$ cat src/rtl/pdh_pkg.sv
// Shared definitions for the PS-to-core command word protocol (pdh_cmd_master / pdh_core).
// Holds command codes, response status codes, word bit positions and the command-word packer.
package pdh_pkg;

  typedef enum logic [3:0] {
    CMD_IDLE    = 4'd0,
    CMD_SET_LED = 4'd1,
    CMD_SET_DAC = 4'd2
  } cmd_t;

  typedef enum logic [1:0] {
    STS_OK       = 2'd0,
    STS_TIMEOUT  = 2'd1,
    STS_MISMATCH = 2'd2
  } status_t;

  // Command word (to core)
  localparam int CMD_RST_BIT  = 31;
  localparam int CMD_STB_BIT  = 30;
  localparam int CMD_CODE_MSB = 29;
  localparam int CMD_CODE_LSB = 26;
  localparam int CMD_DATA_W   = 26;

  // Callback word (from core)
  localparam int CB_CMD_MSB   = 31;
  localparam int CB_CMD_LSB   = 28;
  localparam int CB_STB_BIT   = 27;
  localparam int CB_PAYLOAD_W = 27;

  function automatic logic [31:0] pack_cmd(input logic rst_b, input logic stb_b,
                                           input logic [3:0] code,
                                           input logic [CMD_DATA_W-1:0] data);
    return {rst_b, stb_b, code, data};
  endfunction

endpackage

$ cat src/rtl/pdh_cmd_timer.sv
// Up-counter cleared by load_i, saturating at all-ones; done_o once the count reaches limit_i.
// Count is 0 in the cycle after load, so limit_i = N-1 flags the N-th cycle of a phase.
module pdh_cmd_timer #(
  parameter int W = 8
) (
  input  logic         clk,
  input  logic         rst,
  input  logic         load_i,
  input  logic [W-1:0] limit_i,
  output logic         done_o
);

  logic [W-1:0] cnt_q, cnt_d;

  always_comb begin
    cnt_d = cnt_q;
    if (load_i)          cnt_d = '0;
    else if (~&cnt_q)    cnt_d = cnt_q + 1'b1;
  end

  always_ff @(posedge clk) begin
    if (rst) cnt_q <= '0;
    else     cnt_q <= cnt_d;
  end

  assign done_o = (cnt_q >= limit_i);

endmodule

$ cat src/rtl/pdh_cmd_master.sv
// Command-word initiator for pdh_core: setup / strobe / release handshake, one response per command,
// no response backpressure. Optional core reset pulse sequence under PDH_CMD_MASTER_RST_PULSE_EN.
module pdh_cmd_master
  import pdh_pkg::*;
#(
  parameter int SETUP_CYCLES   = 5,
  parameter int HOLD_CYCLES    = 5,
  parameter int TIMEOUT_CYCLES = 1024,
  parameter int RST_CYCLES     = 10
) (
  input  logic        clk,
  input  logic        rst,
  input  logic        cmd_valid_i,
  output logic        cmd_ready_o,
  input  logic [3:0]  cmd_i,
  input  logic [25:0] data_i,
`ifdef PDH_CMD_MASTER_RST_PULSE_EN
  input  logic        core_rst_req_i,
`endif
  output logic [31:0] axi_to_core_o,
  input  logic [31:0] axi_from_core_i,
  output logic        rsp_valid_o,
  output logic [1:0]  rsp_status_o,
  output logic [26:0] rsp_payload_o,
  output logic        busy_o
);

  localparam int MAX_A = (SETUP_CYCLES > HOLD_CYCLES) ? SETUP_CYCLES : HOLD_CYCLES;
  localparam int MAX_B = (TIMEOUT_CYCLES > RST_CYCLES) ? TIMEOUT_CYCLES : RST_CYCLES;
  localparam int MAX_P = (MAX_A > MAX_B) ? MAX_A : MAX_B;
  localparam int CNT_W = $clog2(MAX_P) + 1;

  localparam logic [2:0] S_IDLE    = 3'd0;
  localparam logic [2:0] S_SETUP   = 3'd1;
  localparam logic [2:0] S_STROBE  = 3'd2;
  localparam logic [2:0] S_RELEASE = 3'd3;
  localparam logic [2:0] S_RESP    = 3'd4;
`ifdef PDH_CMD_MASTER_RST_PULSE_EN
  localparam logic [2:0] S_RST_ASSERT  = 3'd5;
  localparam logic [2:0] S_RST_RELEASE = 3'd6;
`endif

  logic [2:0]              state_q, state_d;
  cmd_t                    cmd_q, cmd_d;
  logic [25:0]             data_q, data_d;
  status_t                 status_q, status_d;
  logic [26:0]             payload_q, payload_d;
  logic                    ld_hold, ld_to, hold_done, to_done;
  logic [CNT_W-1:0]        hold_lim;

  logic                    cb_stb;
  logic [3:0]              cb_cmd;
  logic [CB_PAYLOAD_W-1:0] cb_payload;

  assign cb_stb     = axi_from_core_i[CB_STB_BIT];
  assign cb_cmd     = axi_from_core_i[CB_CMD_MSB:CB_CMD_LSB];
  assign cb_payload = axi_from_core_i[CB_PAYLOAD_W-1:0];

  // One timer paces every phase; its limit follows the phase it is timing.
  always_comb begin
    hold_lim = CNT_W'(SETUP_CYCLES - 1);
    if (state_q == S_STROBE) hold_lim = CNT_W'(HOLD_CYCLES - 1);
`ifdef PDH_CMD_MASTER_RST_PULSE_EN
    if (state_q == S_RST_ASSERT || state_q == S_RST_RELEASE) hold_lim = CNT_W'(RST_CYCLES - 1);
`endif
  end

  pdh_cmd_timer #(.W(CNT_W)) u_hold_tmr (
    .clk(clk), .rst(rst), .load_i(ld_hold), .limit_i(hold_lim), .done_o(hold_done)
  );

  pdh_cmd_timer #(.W(CNT_W)) u_to_tmr (
    .clk(clk), .rst(rst), .load_i(ld_to), .limit_i(CNT_W'(TIMEOUT_CYCLES - 1)), .done_o(to_done)
  );

  always_comb begin
    state_d   = state_q;
    cmd_d     = cmd_q;
    data_d    = data_q;
    status_d  = status_q;
    payload_d = payload_q;
    ld_hold   = 1'b0;
    ld_to     = 1'b0;
    case (state_q)
      S_IDLE: begin
`ifdef PDH_CMD_MASTER_RST_PULSE_EN
        if (core_rst_req_i) begin
          status_d = STS_OK;
          ld_hold  = 1'b1;
          state_d  = S_RST_ASSERT;
        end else
`endif
        if (cmd_valid_i) begin
          cmd_d    = cmd_t'(cmd_i);
          data_d   = data_i;
          status_d = STS_OK;
          ld_hold  = 1'b1;
          state_d  = S_SETUP;
        end
      end
      S_SETUP: begin
        if (hold_done) begin
          ld_hold = 1'b1;
          ld_to   = 1'b1;
          state_d = S_STROBE;
        end
      end
      S_STROBE: begin
        if (to_done) begin
          status_d  = STS_TIMEOUT;
          payload_d = cb_payload;
          state_d   = S_RESP;
        end else if (hold_done && cb_stb) begin
          if (cb_cmd != cmd_q) status_d = STS_MISMATCH;
          ld_hold = 1'b1;
          state_d = S_RELEASE;
        end
      end
      S_RELEASE: begin
        // Timeout wins even over a mismatch already recorded during STROBE.
        if (to_done) begin
          status_d  = STS_TIMEOUT;
          payload_d = cb_payload;
          state_d   = S_RESP;
        end else if (hold_done && !cb_stb) begin
          payload_d = cb_payload;
          state_d   = S_RESP;
        end
      end
      S_RESP: state_d = S_IDLE;
`ifdef PDH_CMD_MASTER_RST_PULSE_EN
      S_RST_ASSERT: begin
        if (hold_done) begin
          ld_hold = 1'b1;
          state_d = S_RST_RELEASE;
        end
      end
      S_RST_RELEASE: begin
        if (hold_done) begin
          payload_d = cb_payload;
          state_d   = S_RESP;
        end
      end
`endif
      default: state_d = S_IDLE;
    endcase
  end

  always_ff @(posedge clk) begin
    if (rst) begin
      state_q   <= S_IDLE;
      cmd_q     <= CMD_IDLE;
      data_q    <= '0;
      status_q  <= STS_OK;
      payload_q <= '0;
    end else begin
      state_q   <= state_d;
      cmd_q     <= cmd_d;
      data_q    <= data_d;
      status_q  <= status_d;
      payload_q <= payload_d;
    end
  end

  always_comb begin
    axi_to_core_o = '0;
    case (state_q)
      S_SETUP, S_RELEASE: axi_to_core_o = pack_cmd(1'b0, 1'b0, cmd_q, data_q);
      S_STROBE:           axi_to_core_o = pack_cmd(1'b0, 1'b1, cmd_q, data_q);
`ifdef PDH_CMD_MASTER_RST_PULSE_EN
      S_RST_ASSERT:       axi_to_core_o = pack_cmd(1'b1, 1'b0, CMD_IDLE, '0);
`endif
      default:            axi_to_core_o = '0;
    endcase
  end

  assign cmd_ready_o   = (state_q == S_IDLE) && !rst;
  assign busy_o        = (state_q != S_IDLE);
  assign rsp_valid_o   = (state_q == S_RESP);
  assign rsp_status_o  = status_q;
  assign rsp_payload_o = payload_q;

endmodule

$ cat config.mk
export PLATFORM = sky130hd
export DESIGN_NAME = pdh_cmd_master
export DESIGN_NICKNAME = d
export VERILOG_FILES = /design/src/rtl/pdh_pkg.sv /design/src/rtl/pdh_cmd_timer.sv /design/src/rtl/pdh_cmd_master.sv
export SDC_FILE = /design/constraint.sdc
export NUM_CORES = 1
export LEC_CHECK = 0
export BUFFER_PORTS_ARGS = -buffer_cell sky130_fd_sc_hd__buf_2
export CAP_MARGIN = 30
export CELL_PAD_IN_SITES_DETAIL_PLACEMENT = 1
export CELL_PAD_IN_SITES_GLOBAL_PLACEMENT = 2
export CORE_MARGIN = 2
export CORE_UTILIZATION = 32
export CTS_CLUSTER_DIAMETER = 80
export CTS_CLUSTER_SIZE = 16
export DETAILED_ROUTE_END_ITERATION = 16
export HOLD_SLACK_MARGIN = 0.15
export PLACE_DENSITY = 0.83
export SLEW_MARGIN = 20
export SYNTH_ARGS = -nofsm -noshare
export SYNTH_HDL_FRONTEND = slang
export SYNTH_HIERARCHICAL = 1
export SYNTH_SLANG_ARGS = --single-unit
$ cat constraint.sdc
create_clock -name clk -period 7.2 [get_ports clk]
set_input_delay 1.08 -clock clk [delete_from_list [all_inputs] [get_ports clk]]
set_output_delay 1.08 -clock clk [all_outputs]
set_load 0.05 [all_outputs]
# [Word-level counts from Yosys, hierarchy flattened]
# Index checks and enable logic that the tools add are counted.
[totals] register_bits=84 input_bits=65
[op_classes] add_sub_neg=2 order_cmp=2 n_eq_ne=12 muxes=24 n_reduce_logical=18
[ops] operator="$mux W27" count=3
[ops] operator="$pmux W31 S2" count=1
[ops] operator="$pmux W27 S2" count=1
[ops] operator="$add A11 B1 Y11 const B" count=2
[ops] operator="$reduce_and A11 Y1" count=2
[ops] operator="$mux W3" count=6
[ops] operator="$pmux W3 S4" count=1
[ops] operator="$ge A11 B10 Y1 const B" count=1
[ops] operator="$ge A11 B3 Y1 const B" count=1
[ops] operator="$mux W2" count=5
[ops] operator="$ne A2 B2 Y1 const B" count=4
[ops] operator="$eq A3 B2 Y1 const B" count=2
[ops] operator="$ne A3 B2 Y1 const B" count=2
[ops] operator="$pmux W2 S3" count=1
[ops] operator="$reduce_bool A3 Y1" count=2
[ops] operator="$reduce_or A2 Y1" count=3
[ops] operator="$mux W1" count=5
[ops] operator="$reduce_and A5 Y1" count=1
[ops] operator="$ne A4 B4 Y1" count=1
[ops] operator="$reduce_and A4 Y1" count=1
[ops] operator="$eq A3 B1 Y1 const B" count=1
[ops] operator="$eq A3 B3 Y1 const B" count=1
[ops] operator="$logic_and A1 B1 Y1" count=3
[ops] operator="$logic_not A3 Y1" count=1
[ops] operator="6 further kinds" count=7

# [Logic depth before layout (Yosys ltp)]
# Gate-level depths: netlist of the first run.
[depth] word_depth=6 ltp_mapped=13 ltp_nobuf=13

# [Hierarchy]
# Netlist of the first run, hierarchy kept.
[modules_own_cells] mod="pdh_cmd_master" n_inst=1 cells_each=336 area_each_um2=2746.4
[modules_own_cells] mod="pdh_cmd_timer" n_inst=2 cells_each=87 area_each_um2=749.5

# [Least setup slack after synthesis of the first run]
# Ideal clock, no wire load.
[synth_path] path_kind="input to output" startpoint="in rst" endpoint="out cmd_ready_o" arrival_ns=2.090 required_ns=6.120 slack_ns=4.030 cell_stages=3 path_cell_list="buf_2 clkbuf_1 nor2_1"
[synth_between] elab_chain_cells=2
[synth_rtl] element="start: declaration" line="pdh_cmd_master.sv:12" rtl="input logic rst,"
[synth_rtl] element="$logic_not A1 Y1" line="pdh_cmd_master.sv:177" rtl="assign cmd_ready_o = (state_q == S_IDLE) && !rst;"
[synth_rtl] element="$logic_and A1 B1 Y1" line="pdh_cmd_master.sv:177"
[synth_rtl] element="end: declaration" line="pdh_cmd_master.sv:14" rtl="output logic cmd_ready_o,"
# Every way passes these cells.

# [Final worst setup path of the first run]
# Same ends and word-level chain as after synthesis.

==> reports/qor.csv, run 1 <==
metric,value,unit
status,"complete, no violations",
min Tclk post-route,3104,ps
remaining global-route overflow,0,
critical path type,input port to output port,
Worst Path Buf+Inv,2,
Finished Layout Cells,823,
Pre-antenna DRT Iters,4,
internal power,0.0008108,W
met2 WL post-DR,5441,um
vias in the first global route,3909,
pin count of the biggest net entering global routing,55,
sw frac,0.2498,
Max Freq,322.2,MHz
"Largest stage delay, worst path",580,ps
via count,3851,
DR WL/cell,13.72,um
register area share after synthesis,0.3961,
CTS tree,built,
Post-Route Setup TNS,0,ps
CP Capture Type,output port,
worst hold endpoint,data_q[15]$_SDFFE_PP0P_,
total core area,13090,um2
Seq. cell area,1682,um2
1st-iter DRT viols,194,
final net count,731,
Tot GR Track Use,0.1625,
clk slew on worst S/H paths,60,ps
Antenna Violating Nets Remaining,0,
final clock skew,4.342,ps
hpwl dp,8455,um
area added between synthesis and finish,27.11,%
Inserted Clock Buffers,9,
port bufs,127,
Post-CTS Setup Inserts,0,
leakage,2.532,nW
Worst setup SP type,input port,
library cells used by synthesis,51,
synthesized area,4245,um2
Critical Path AT,2020,ps
CTS sink count,84,
Total Wirelength,11290,um
top_reg_cell synth,dfxtp_1,
Cell Rows,42,
Clk pwr share,0.437,
area of the die,14200,um2
Placer Congestion,0.7514,
DR top layer,met4,
PostCTS Resize Cnt,0,
Syn Inst Count,510,
Min-Delay Path Depth,2,
WP data required,6120,ps
H-tree depth,3,
Cell Pwr Density,200.3,nW/um2
CP max FO,40,
antenna violations before repair,0,
cell mode on critical path,buf_2,
slowest CP cell,buf_2,
Sw Pwr,0.0002699,W
Ant. Diodes,0,
Inst Count DP,807,
kind of cell adding the most delay to the critical path,buffers and inverters,
Final WS setup,4096,ps
hold_buf cts,0,
RSZ-0062 raised after global routing,no,
"Clk Latency, worst-skew pair",330,ps
first-pass GRT wire length,18770,um
wire length on met3,501,um
multi-input logic area,2372,um2
Slew Limit Fails,0,
die height,119.2,um
DRC violations left,0,
final setup vio count,0,
CTS root buffer,clkbuf_16,
Reg2Reg Launch Point,u_hold_tmr/cnt_q[4]$_SDFFE_PP0N_,
Worst slew margin,0.4894,
"FFs w/ async S/R, synth",0,
critical-path cell list,buf_2 > nor2_1 > buf_2,
Place WS,4080,ps
clock buffer depth,2,
Max-cap violations,0,
YS warnings,6,
Post-synth EDFFs,0,
met1 WL,5134,um
"Hold Vio Cnt, Final",0,
R2R setup slack,4100,ps
Hold Crit Class,flop to flop,
die width,119.2,um
Reg power frac,0.451,
Fill cells,1612,
Via density,4.679,
Initial Util,0.3244,
worst hold start,data_q[15]$_SDFFE_PP0P_,
"flops & latches, synth",84,
average size of a mapped cell,8.324,um2
maximum vdd drop,0.1096,mV
worst-margin pin slew,765.9,ps
combinational power share,0.112,
RR Endpoint,u_hold_tmr/cnt_q[5]$_SDFFE_PP0N_,
R2R cell count,10,
layout cells sized above 1,0.2457,
top-level I/O count,129,
crit share post-route,0.4310,
worst register-to-register path: cells and delay by family (launching register included):
kind	cells	cell delay, ps
compound gates	5	1430
fa+ha+maj	1	290
flops	1	440
simple gates	4	890
cell usage in the layout (no fill, tap or decap), types with 3 or more instances in the layout:
cell type    n
a31oi_1      9
buf_2      127
conb_1      23
inv_1       27
a211oi_1     4
a311oi_1     4
nand2b_1     3
and3_1       4
a21boi_0     3
mux2i_1     29
and2_1      32
o21ai_0      7
nand4_1      5
xor2_1       4
ha_1        24
clkbuf_16    9
nor2_1      22
xnor2_1      8
nor3_1       3
nand2_1    120
nand3_1      3
a21oi_1     41
buf_4        3
dfxtp_1     84
registers in the layout, indices dropped and copies added (netlist names):
name and count:
rsp_status_o 2, data_q 26, u_to_tmr/cnt_q 11, rsp_payload_o 27, u_hold_tmr/cnt_q 11, cmd_q 4
state_q 3
per-stage QoR:
| step | utilization | hold WS, ps | area (um2) | total power, W |
|---|---|---|---|---|
| finish | 0.4124 | 449.5 | 5396 | 0.001081 |
| global route | 0.4124 | 477.4 | 5396 | 0.001135 |
| CTS | 0.4124 | 452.3 | 5396 | 0.001097 |
| detailed placement | 0.3891 | 443.8 | 5091 | 0.0006194 |
| global placement | 0.3847 | 436.8 | 5034 | 0.0006135 |
| floorplan | - | 431.7 | 4324 | 0.0005808 |
how the worst max path moves through the flow:
stage                                  endpoint                              from  cells past startpoint  slack (ps)
3_3_place_gp                        cmd_ready_o                               rst                      3        4080
4_1_cts                             cmd_ready_o                               rst                      3        4080
3_5_place_dp                        cmd_ready_o                               rst                      3        4080
2_1_floorplan                       cmd_ready_o                               rst                      3        4030
5_1_grt        u_hold_tmr/cnt_q[8]$_SDFFE_PP0N_  u_hold_tmr/cnt_q[4]$_SDFFE_PP0N_                      9        3820
6_report                            cmd_ready_o                               rst                      3        4100
cells in the mapped netlist, types with 2 or more instances:
library cell	instances	area (um2)
conb_1	2	7.510
xnor2_1	8	70.07
a31oi_1	9	56.30
nand2_1	120	450.4
and2_4	2	17.52
or2_2	2	12.51
and4_1	2	17.52
nand3_2	2	20.02
nor3_1	3	15.01
nand3b_1	2	15.01
nand4_1	5	31.28
buf_6	5	56.30
and3_1	4	25.02
buf_4	3	22.52
a311oi_1	4	35.03
a21oi_1	42	210.2
nor2_1	22	82.58
o2111ai_1	2	17.52
a21boi_1	2	15.01
dfxtp_1	84	1682
ha_1	24	300.3
a2111oi_0	2	17.52
a211o_1	2	17.52
and2_1	32	200.2
nand3_1	3	15.01
mux2i_1	29	290.3
inv_1	27	101.4
buf_2	13	65.06
o21ai_0	7	35.03
a21o_1	2	15.01
xor2_1	4	35.03
a21boi_0	3	22.52
nand2b_1	3	18.77
and4_4	2	22.52
clkbuf_1	11	41.29
nor4_1	2	12.51
a211oi_1	4	30.03
a41o_1	2	20.02
layer usage:
metal,up-vias,global-route usage
li1,1952,-
met1,1790,0.2045
met2,94,0.2737
met3,15,0.03161
met4,0,0.06324
met5,-,0
power groups by stage:
| stage | registers, W | clock network [W] | logic (W) |
|---|---|---|---|
| global route | 0.000490 | 0.000509 | 0.000136 |
| CTS | 0.000488 | 0.000487 | 0.000122 |
| detailed placement | 0.000498 | 0 | 0.000121 |
| finish | 0.000488 | 0.000472 | 0.000121 |
| floorplan | 0.000494 | 0 | 0.0000864 |
| global placement | 0.000497 | 0 | 0.000116 |
layout make-up:
cell class,instances,share of cell area
clock buffers,13,0.04823
multi-input cells,387,0.4396
repair buffers,133,0.1326
inverters,27,0.01878
well taps,176,0.04081
flip-flops and latches,84,0.3116
clock inverters,3,0.008347
logic make-up (layout without fill, tap and decap cells):
logic type      count (synthesis)  count (layout)  synth area share
xor+xnor                       12              12           0.02476
mux                            29              29           0.06838
fa+ha+maj                      24              24           0.07073
flops                          84              84            0.3961
compound gates                 86              86            0.1279
other cells                     2              23          0.001769
buf+inv                        60             176           0.06837
simple gates                  213             213            0.2420
Note: power is estimated with default switching activity, not from simulation.
==> run 2, diff against run 1 <==
--- a/config.mk
+++ b/config.mk
@@ -10,12 +10,12 @@
 export CELL_PAD_IN_SITES_DETAIL_PLACEMENT = 1
 export CELL_PAD_IN_SITES_GLOBAL_PLACEMENT = 2
 export CORE_MARGIN = 2
-export CORE_UTILIZATION = 32
+export CORE_UTILIZATION = 26
 export CTS_CLUSTER_DIAMETER = 80
 export CTS_CLUSTER_SIZE = 16
 export DETAILED_ROUTE_END_ITERATION = 16
 export HOLD_SLACK_MARGIN = 0.15
-export PLACE_DENSITY = 0.83
+export PLACE_DENSITY = 0.72
 export SLEW_MARGIN = 20
 export SYNTH_ARGS = -nofsm -noshare
 export SYNTH_HDL_FRONTEND = slang
==> constraint.sdc (replaced) <==
create_clock -name clk -period 2.6 [get_ports clk]
set_input_delay 0.39 -clock clk [delete_from_list [all_inputs] [get_ports clk]]
set_output_delay 0.39 -clock clk [all_outputs]
set_load 0.05 [all_outputs]
==> run 2 against run 1 <==
Effect of this change:
- hold slack got worse by 170 ps
- sequential cell count did not move
- clock skew rose by 7.5 ps
- first-iteration DRC count fell by 39%
- combinational power rose to 2.9 times the previous value
- worst setup slack got worse by 4000 ps
- register-to-register slack got worse by 4000 ps
- sequential power rose to 2.8 times the previous value
- via count rose by 0.52%
- cell area rose by 3.3%
- largest power group unchanged
==> reports/qor.csv, run 2 (same netlist as run 1, synthesis figures left out) <==
metric,value,unit
Cell Pwr Density,542.6,nW/um2
maximum vdd drop,0.2805,mV
clk slew on worst S/H paths,70,ps
max reg flops,27,
kind of cell adding the most delay to the critical path,compound AO/OA/AOI/OAI gates,
Ant. Diodes,0,
DRC violations left,0,
final clock skew,11.87,ps
area of the die,17370,um2
die height,131.8,um
slowest CP cell,dfxtp_1,
critical path type,flop to flop,
top-level I/O count,129,
WP data required,2870,ps
via count,3871,
status,"complete, no violations",
Antenna Violating Nets Remaining,0,
Seq. cell area,1683,um2
port bufs,127,
hold_buf cts,0,
first-pass GRT wire length,20090,um
"Largest stage delay, worst path",370,ps
leakage,2.619,nW
multi-input logic area,2420,um2
Slew Limit Fails,0,
Total Wirelength,11910,um
remaining global-route overflow,0,
Via density,4.419,
Worst slew margin,0.5503,
Placer Congestion,0.7517,
Initial Util,0.2663,
total core area,15940,um2
Fill cells,1989,
pin count of the biggest net entering global routing,58,
critical-path cell list,ha_1 > nand4_1 > nor2_1 > a2111oi_4 > o21ai_2 > and4b_1 > o311a_1 > or2_4 > buf_4 > a21oi_1,
Finished Layout Cells,876,
Inst Count DP,860,
1st-iter DRT viols,118,
Inserted Clock Buffers,9,
"commonest non-fill, non-tap cells in the layout","buf_2, nand2_1, dfxtp_1, a21oi_1, and2_1",
DR WL/cell,13.60,um
Pre-antenna DRT Iters,4,
Max Freq,407.3,MHz
Cell Rows,46,
vias in the first global route,4038,
Tot GR Track Use,0.1413,
Worst Path Buf+Inv,1,
final net count,745,
hpwl dp,8951,um
layout cells sized above 1,0.2712,
min Tclk post-route,2455,ps
die width,131.8,um
"Clk Latency, worst-skew pair",350,ps
final setup vio count,0,
CP Capture Type,flop,
CTS root buffer,clkbuf_16,
CTS tree,built,
Critical Path AT,2720,ps
"commonest non-fill, non-tap cell in the layout",buf_2,
H-tree depth,3,
RSZ-0062 raised after global routing,no,
Max-cap violations,0,
Worst setup SP type,flop,
antenna violations before repair,0,
clock buffer depth,2,
crit share post-route,0.9444,
CP max FO,6,
worst-margin pin slew,671.8,ps
CTS sink count,84,
Hold Crit Class,input port to flop,
"Hold Vio Cnt, Final",0,
area added between synthesis and finish,31.27,%
Post-Route Setup TNS,0,ps
==> run 2: per-stage QoR <==
| step | utilization | power [W] | setup WS (ps) | hold slack (ps) | instance area (um2) |
|---|---|---|---|---|---|
| floorplan | - | 0.001612 | 3.130 | 431.7 | 4342 |
| global placement | 0.3277 | 0.001718 | 16.26 | 436.6 | 5224 |
| detailed placement | 0.3277 | 0.001728 | -56.96 | 443.8 | 5224 |
| CTS | 0.3481 | 0.003059 | 32.82 | 267.1 | 5549 |
| global route | 0.3496 | 0.003166 | 18.32 | 275.4 | 5573 |
| finish | 0.3496 | 0.003024 | 144.6 | 276.0 | 5573 |
==> run 2: tightest hold or removal path, stage by stage <==
cell     delay [ps]
buf_2            90
nand2_1          40
a21oi_1          50
==> run 2: worst paths after layout <==
kind                                                        from                                to  slack (ps)  cells past startpoint
worst max register to register  u_hold_tmr/cnt_q[3]$_SDFFE_PP0N_  u_hold_tmr/cnt_q[6]$_SDFFE_PP0N_         140                     10
worst min register to register            data_q[4]$_SDFFE_PP0P_            data_q[4]$_SDFFE_PP0P_         450                      2
worst min-delay path                                  data_i[25]           data_q[25]$_SDFFE_PP0P_         280                      3
worst max-delay path            u_hold_tmr/cnt_q[3]$_SDFFE_PP0N_  u_hold_tmr/cnt_q[6]$_SDFFE_PP0N_         140                     10
==> run 2: what timing repair did <==
item,CTS,global route
setup endpoints to repair,4,10
resized for setup,5,2
buffers inserted,0,1
pin swaps,2,4
==> run 2: final cells by class <==
class                           count  area share
Tap cell                          216     0.04850
Clock buffer                       10     0.04288
Clock inverter                      5     0.01100
Inverter                           27     0.01819
Timing Repair Buffer              147      0.1432
Multi-Input combinational cell    387      0.4342
Sequential cell                    84      0.3020
==> run 2: routing by layer <==
| metal | GRT usage | vias up | routed length, um |
|---|---|---|---|
| met5 | 0 | - | 0 |
| met4 | 0.05495 | 0 | 199 |
| met3 | 0.03614 | 14 | 575 |
| met2 | 0.2484 | 95 | 5896 |
| met1 | 0.1646 | 1781 | 5242 |
| li1 | - | 1981 | - |
==> run 2: power breakdown <==
part           internal (W)  leakage, nW  switching, W
registers           0.00132        0.683     0.0000253
clock network      0.000771        0.149      0.000549
logic              0.000133         1.79      0.000222
total               0.00223         2.62      0.000797
==> run 3, diff against run 2 <==
--- a/config.mk
+++ b/config.mk
@@ -10,14 +10,13 @@
 export CELL_PAD_IN_SITES_DETAIL_PLACEMENT = 1
 export CELL_PAD_IN_SITES_GLOBAL_PLACEMENT = 2
 export CORE_MARGIN = 2
-export CORE_UTILIZATION = 26
+export CORE_UTILIZATION = 25
 export CTS_CLUSTER_DIAMETER = 80
 export CTS_CLUSTER_SIZE = 16
 export DETAILED_ROUTE_END_ITERATION = 16
 export HOLD_SLACK_MARGIN = 0.15
-export PLACE_DENSITY = 0.72
+export PLACE_DENSITY = 0.71
 export SLEW_MARGIN = 20
 export SYNTH_ARGS = -nofsm -noshare
 export SYNTH_HDL_FRONTEND = slang
-export SYNTH_HIERARCHICAL = 1
 export SYNTH_SLANG_ARGS = --single-unit
==> run 3 against run 2 <==
Effect of this change:
- utilization shrank 1.6 points
- power grew 8.6%
- highest routed layer unchanged
- largest cell class unchanged
- critical endpoint is now axi_to_core_o[19]
- cell area down 13%
- synthesized area is 13% lower
- sequential cell count did not move
- clock-buffer cell count stayed put
==> reports/qor.csv, run 3 <==
metric,value,unit
port bufs,127,
CTS root buffer,clkbuf_16,
Max Freq,461.3,MHz
Max-cap violations,0,
Worst Path Buf+Inv,2,
"Hold Vio Cnt, Final",0,
leakage,2.343,nW
H-tree depth,3,
synthesized area,3686,um2
"commonest non-fill, non-tap cells in the layout","buf_2, dfxtp_1, nand2_1, nor2_1, a21oi_1",
"Net Count, Synth",492,
worst-margin pin slew,587.1,ps
critical path type,flop to output port,
clock buffer depth,2,
"Clk Latency, worst-skew pair",340,ps
min Tclk post-route,2168,ps
max reg flops,27,
Post-CTS Setup Inserts,0,
Finished Layout Cells,734,
CTS tree,built,
final clock skew,7.764,ps
DRC violations left,0,
kind of cell adding the most delay to the critical path,buffers and inverters,
1st-iter DRT viols,176,
YS warnings,0,
first-pass GRT wire length,17130,um
"flops & latches, synth",84,
Via density,4.538,
CP Capture Type,output port,
total core area,14480,um2
Critical Path AT,1780,ps
layout cells sized above 1,0.2891,
CTS sink count,84,
Cell Pwr Density,680.9,nW/um2
Antenna Violating Nets Remaining,0,
DR WL/cell,14.12,um
Ant. Diodes,0,
final setup vio count,0,
register area share after synthesis,0.4562,
top_reg_cell synth,dfxtp_1,
maximum vdd drop,0.2691,mV
Total Wirelength,10370,um
hold_buf cts,0,
slowest CP cell,dfxtp_1,
Post-Route Setup TNS,0,ps
Synth area leaders,"dfxtp_1, mux2i_1, nand2_1",
Syn Inst Count,424,
critical-path cell list,nor2_1 > nor2_1 > buf_4 > and2_1 > buf_2,
Hold Crit Class,input port to flop,
RSZ-0062 raised after global routing,no,
"FFs w/ async S/R, synth",0,
area added between synthesis and finish,30.89,%
Inserted Clock Buffers,9,
average size of a mapped cell,8.693,um2
status,"complete, no violations",
Worst slew margin,0.6082,
library cells used by synthesis,47,
Tot GR Track Use,0.1338,
cell with the most instances after synthesis,dfxtp_1,
Place WS,417.1,ps
Pre-antenna DRT Iters,4,
Cell Rows,44,
remaining global-route overflow,0,
Yosys top cell area share,0.4562,
pin count of the biggest net entering global routing,41,
Initial Util,0.2546,
Post-synth EDFFs,0,
Synth area leader,dfxtp_1,
crit share post-route,0.8338,
area of the die,15730,um2
most frequent cells after synthesis,"dfxtp_1, nand2_1, nor2_1, a21oi_1, and2_1",
clk slew on worst S/H paths,60,ps
die height,125.4,um
"commonest non-fill, non-tap cell in the layout",buf_2,
PostCTS Resize Cnt,0,
die width,125.4,um
cell mode on critical path,nor2_1,
"Largest stage delay, worst path",480,ps
CP max FO,30,
via count,3331,
Inst Count DP,718,
Worst setup SP type,flop,
Placer Congestion,0.7323,
WP data required,2210,ps
top-level I/O count,129,
Slew Limit Fails,0,
antenna violations before repair,0,
vias in the first global route,3482,
hpwl dp,7576,um
final net count,613,
Final WS setup,432.1,ps
==> run 3: path summary, 6_finish.rpt <==
kind	start	end	slack (ps)	cells after the start
setup / recovery	state_q[0]$_SDFFE_PP0P_	axi_to_core_o[19]	430	5
hold / removal	axi_from_core_i[18]	rsp_payload_o[18]$_SDFFE_PP0P_	280	3
setup reg to reg	u_to_tmr.cnt_q[0]$_SDFFE_PP0N_	u_hold_tmr.cnt_q[4]$_SDFFE_PP0N_	450	6
hold reg to reg	data_q[5]$_SDFFE_PP0P_	data_q[5]$_SDFFE_PP0P_	450	2
==> run 3: metal layers <==
metal / vias up / track usage / routed length [um]
li1: 1675 / - / -
met5: - / 0 / 0
met3: 8 / 0.02867 / 444
met1: 1575 / 0.1749 / 4894
met2: 73 / 0.2184 / 4921
met4: 0 / 0.04706 / 106
==> run 3: cell families (layout without fill, tap and decap cells) <==
group,after synthesis,after routing,share of synthesized area
DFF,84,84,0.4562
xor gates and xnor gates,13,13,0.03089
AOI/OAI and AO/OA,65,65,0.1202
buffers and inverters,30,156,0.04311
muxes,30,30,0.08147
and+or+nand+nor,198,198,0.2570
other,1,1,0.001017
adders and majority gates,3,3,0.01018
==> run 3: metrics by stage <==
step	utilization	hold WS (ps)	instance area, um2	power (W)
finish	0.3332	283.3	4825	0.003285
global route	0.3332	285.4	4825	0.003450
CTS	0.3332	272.5	4825	0.003345
detailed placement	0.3097	444.1	4484	0.001857
global placement	0.3097	437.8	4484	0.001845
floorplan	-	431.7	3686	0.001711
==> run 3: cell type report <==
class | count | area (um2)
Clock buffer | 10 | 229.0
Tap cell | 184 | 230.2
Timing Repair Buffer | 133 | 693.2
Multi-Input combinational cell | 310 | 1853
Clock inverter | 6 | 111.4
Inverter | 7 | 26.28
Fill cell | 1748 | 9654
Sequential cell | 84 | 1682
==> run 3: tightest hold or removal path: cells and delay by family <==
family,cells,cell delay (ps)
buffers and inverters,1,80
AND/OR/NAND/NOR,1,70
multiplexers,1,50
==> run 3: report_power, final <==
group | internal [W] | switching (W) | leakage (nW)
Combinational | 0.000141 | 0.000291 | 1.50
Sequential | 0.00134 | 0.0000435 | 0.683
Clock | 0.000941 | 0.000526 | 0.163
Total | 0.00242 | 0.000861 | 2.34
